===== src/rtl/fifo_ctrl_asym.sv =====
// Pointer and flag controller for a 2:1 asymmetric FIFO: one wide word in as two
// narrow reg_file entries, one narrow entry out per accepted read (low half first).
module fifo_ctrl_asym #(
  parameter int ADDR_WIDTH = 4
) (
  input  logic                  clk,
  input  logic                  reset_n,
  input  logic                  wr,
  input  logic                  rd,
  output logic                  w_en,
  output logic [ADDR_WIDTH-1:0] w_addr0,
  output logic [ADDR_WIDTH-1:0] w_addr1,
  output logic [ADDR_WIDTH-1:0] r_addr,
  output logic                  empty,
  output logic                  full,
  output logic [ADDR_WIDTH:0]   count
);

  localparam int DEPTH = 1 << ADDR_WIDTH;
  localparam logic [ADDR_WIDTH:0]   CNT_FULL = (ADDR_WIDTH+1)'(DEPTH - 1);
  localparam logic [ADDR_WIDTH:0]   CNT_TWO  = (ADDR_WIDTH+1)'(2);
  localparam logic [ADDR_WIDTH:0]   CNT_ONE  = (ADDR_WIDTH+1)'(1);
  localparam logic [ADDR_WIDTH-1:0] PTR_TWO  = ADDR_WIDTH'(2);
  localparam logic [ADDR_WIDTH-1:0] PTR_ONE  = ADDR_WIDTH'(1);

  logic [ADDR_WIDTH-1:0] wr_ptr_q, wr_ptr_d;
  logic [ADDR_WIDTH-1:0] rd_ptr_q, rd_ptr_d;
  logic [ADDR_WIDTH:0]   count_q, count_d;
  logic                  wr_ok, rd_ok;

  // Full means fewer than two free slots, so a wide word always fits when accepted.
  always_comb begin
    empty   = (count_q == '0);
    full    = (count_q >= CNT_FULL);
    wr_ok   = wr & ~full;
    rd_ok   = rd & ~empty;
    w_en    = wr_ok;
    w_addr0 = wr_ptr_q;
    w_addr1 = wr_ptr_q + PTR_ONE;
    r_addr  = rd_ptr_q;
    count   = count_q;
  end

  always_comb begin
    wr_ptr_d = wr_ok ? wr_ptr_q + PTR_TWO : wr_ptr_q;
    rd_ptr_d = rd_ok ? rd_ptr_q + PTR_ONE : rd_ptr_q;
    count_d  = count_q + (wr_ok ? CNT_TWO : '0) - (rd_ok ? CNT_ONE : '0);
  end

  always_ff @(posedge clk or negedge reset_n) begin
    if (!reset_n) begin
      wr_ptr_q <= '0;
      rd_ptr_q <= '0;
      count_q  <= '0;
    end else begin
      wr_ptr_q <= wr_ptr_d;
      rd_ptr_q <= rd_ptr_d;
      count_q  <= count_d;
    end
  end

endmodule

===== config.mk =====
export PLATFORM = sky130hd
export DESIGN_NAME = fifo_ctrl_asym
export DESIGN_NICKNAME = d
export VERILOG_FILES = /design/src/rtl/fifo_ctrl_asym.sv
export SDC_FILE = /design/constraint.sdc
export NUM_CORES = 1
export LEC_CHECK = 0
export CAP_MARGIN = 25
export CORE_UTILIZATION = 30
export DETAILED_ROUTE_END_ITERATION = 6
export PLACE_DENSITY = 0.63
export SYNTH_ARGS = -nofsm -noshare
export SYNTH_HDL_FRONTEND = slang
export SYNTH_SLANG_ARGS = --single-unit

===== constraint.sdc =====
create_clock -name clk -period 2.5 [get_ports clk]
set_clock_uncertainty 0.15 [all_clocks]
set_input_delay 0.25 -clock clk [delete_from_list [all_inputs] [get_ports clk]]
set_output_delay 0.25 -clock clk [all_outputs]
set_load 0.02 [all_outputs]

==> results.py <==
metrics = {
    "run_status": {
        "status": "complete, no violations",
    },
    "clock_network": {
        "cts_hold_buf": 0,
        "h-tree-depth": 1,
        "cts_buffers": 3,
        "path_clk_slew_ns": 0.08,
        "clock_sinks": 12,
        "cts_tree": "done",
        "clock_latency_ns": 0.27,
        "root_buffer": "clkbuf_4",
        "clockBufferDepth": 2,
    },
    "floorplanning": {
        "coreArea_um2": 2250,
        "die_y_um": 51.4,
        "num_io_pins": 24,
        "initial_core_util_pct": 32.4,
        "fp.dieW_um": 51.4,
        "num_rows": 17,
        "dieArea_um2": 2640,
    },
    "sta": {
        "post-route-period-util_pct": 94.5,
        "slew_headroom_pct": 63.9,
        "worstMarginPinSlew_ns": 0.540,
        "finalHoldViolCount": 0,
        "finalCriticalPeriod_ns": 2.36,
        "finalSetupViolations": 0,
        "rsz0062_at_grt": "false",
        "fin_tns_setup_ns": 0,
        "holdWs_ns": 0.178,
        "clock.fmax_mhz": 423,
        "maxSlewViolCount": 0,
    },
    "route": {
        "route.detailed.drc": 0,
        "routed_wl_um": 1310,
        "dr.pass1.iters": 4,
        "ant_nets": 0,
        "drtIter0Drc": 5,
        "wl_per_cell_um": 11.1,
        "via_per_inst": 4.25,
        "num_vias": 501,
    },
    "power_and_ir_drop": {
        "seqPwrFrac_pct": 26.2,
        "p_comb_share_pct": 64.4,
        "clkPwrFrac_pct": 9.4,
        "power.density_nw_per_um2": 1560,
        "p_leak_nw": 0.486,
        "netSwitchingFraction_pct": 42.7,
        "internal-power_w": 0.000938,
        "power.total_w": 0.00164,
        "p_switching_w": 0.000699,
        "ir_worst_vdd_v": 0.000649,
    },
    "flow_run": {
        "drv_cap": 0,
    },
    "placed_design": {
        "placed_area_um2": 993,
        "dp_hpwl_um": 1060,
        "gp_congestion": 0.691,
        "portBuffers": 21,
    },
    "setup_path": {
        "cp_num_buf_inv": 2,
        "critPathTopFamily": "adder cells",
        "crit_end": "count[3]",
        "r2r_cells": 9,
        "cp_max_fo": 4,
        "cp.depth": 9,
        "critPathLaunchType": "flop",
        "cp_common_cell": "ha_1",
        "worst_r2r_startpoint": "count[3]",
        "crit_start": "count[3]",
        "critical_path_class": "flop to flop",
        "cp_cell_sequence": "ha_1 -> a21oi_2 -> o21ai_2 -> ha_1 -> inv_1 -> ha_4 -> inv_2 -> fa_1 -> xor2_1",
        "cp.arrival_ns": 2.37,
        "required_ns": 2.51,
        "slowest_stage": "dfrtp_2",
        "crit_path_max_incr_delay_ns": 0.44,
        "critPathCaptureType": "flop",
        "reg2reg_to": "count[3]",
        "r2r_slack_ns": 0.14,
    },
    "grt": {
        "grt_max_degree": 13,
        "track_usage_pct": 11.5,
        "overflow": 0,
        "antenna_found_initial": 0,
        "grt_first_pass_wirelength_um": 2060,
        "first_global_vias": 472,
    },
    "cells_and_area": {
        "drive_gt1_share_pct": 26.7,
        "diodes": 0,
        "synthToLayoutAreaGrowth_pct": 43.5,
        "finalNetCount": 106,
        "layout_commonest_cell": "clkdlybuf4s50_1",
        "fin_area_um2": 1050,
        "layout_common_cells": "21 x clkdlybuf4s50_1, 10 x dfrtp_1, 8 x inv_1",
        "fin_util_pct": 46.5,
    },
    "yosys": {
        "yosysUniqueCellTypes": 21,
        "yosysWarnings": 0,
        "ys_ff_latch": 12,
        "synth_area_um2": 731,
        "syn_nets": 81,
        "ys_seq_area_share_pct": 41.1,
        "synth.avg_cell_area_um2": 11.1,
        "syn_inst": 66,
    },
    "hold_path": {
        "min_path_type": "input port to async pin",
    },
}
## routing by layer
layer  vias to the layer above  global-route usage [%]  wire, µm
met1                       234                    12.6       559
met5                         -                       0         0
met4                         0                    8.11        10
met2                        18                    18.4       664
li1                        247                       -         -
met3                         2                    4.17        77
## repair_timing
action / CTS / global route
resized for setup: 0 / 1
buffers inserted: 0 / 2
endpoints found under the setup margin: 0 / 3
## final cells by class
type | count | area [µm²]
flip-flops and latches | 12 | 303
repair buffers | 25 | 240
multi-input cells | 36 | 385
inverters | 13 | 48.8
fillers | 223 | 1210
well taps | 28 | 35.0
clock buffers | 4 | 36.3
## power groups by stage
stage	Combinational (W)	Clock, W	Sequential, W
2_1_floorplan	0.000531	0	0.000551
3_3_place_gp	0.00101	0	0.000430
3_5_place_dp	0.00104	0	0.000437
4_1_cts	0.00104	0.000161	0.000436
5_1_grt	0.00116	0.000175	0.000446
6_report	0.00105	0.000154	0.000428
## metrics by stage
step / instances / setup WS, ns
after floorplan: 66 / 0.00973
after global placement: 112 / 0.0813
after detailed placement: 112 / 0.0293
after CTS: 116 / 0.0284
after global routing: 118 / 0.0126
final: 118 / 0.138
## registers in the layout, indices dropped and copies added, names as in the netlist
register / count
count: 5
r_addr: 4
w_addr0: 3
## kinds of logic after synthesis
group | share of synthesized area [%]
adder cells (fa/ha/maj) | 19.9
flip-flops | 41.1
XOR/XNOR | 8.39
other | 1.03
multiplexers | 3.60
AND/OR/NAND/NOR | 8.91
AO/OA/AOI/OAI | 5.31
buffers and inverters | 11.8
## synth_stat cells
cell type   n  area [µm²]
nor2b_1     1        6.26
nand2_1     2        7.51
o211ai_1    1        7.51
fa_1        1        20.0
dfrtp_1    12         300
a21oi_1     2        10.0
mux2_4      1        15.0
o21bai_1    1        7.51
o21ai_0     1        5.00
xnor2_1     3        26.3
buf_4       5        37.5
mux2_2      1        11.3
nor4b_4     1        23.8
conb_1      2        7.51
inv_1      13        48.8
o21ai_2     1        8.76
nand2b_4    1        13.8
ha_1       10         125
xor2_1      4        35.0
nor2_1      2        7.51
nand4_1     1        6.26
## how the worst min path moves through the flow
stage / from / endpoint / slack [ns] / depth (start not counted)
after global routing: reset_n / count[4] / 0.21 / 1
after floorplan: reset_n / count[0] / -0.20 / 0
final: reset_n / w_addr0[1] / 0.18 / 1
after CTS: reset_n / w_addr0[1] / 0.20 / 1
after detailed placement: r_addr[3] / r_addr[3] / 0.31 / 1
after global placement: r_addr[3] / r_addr[3] / 0.31 / 1
(Power assumes the default switching activity.)
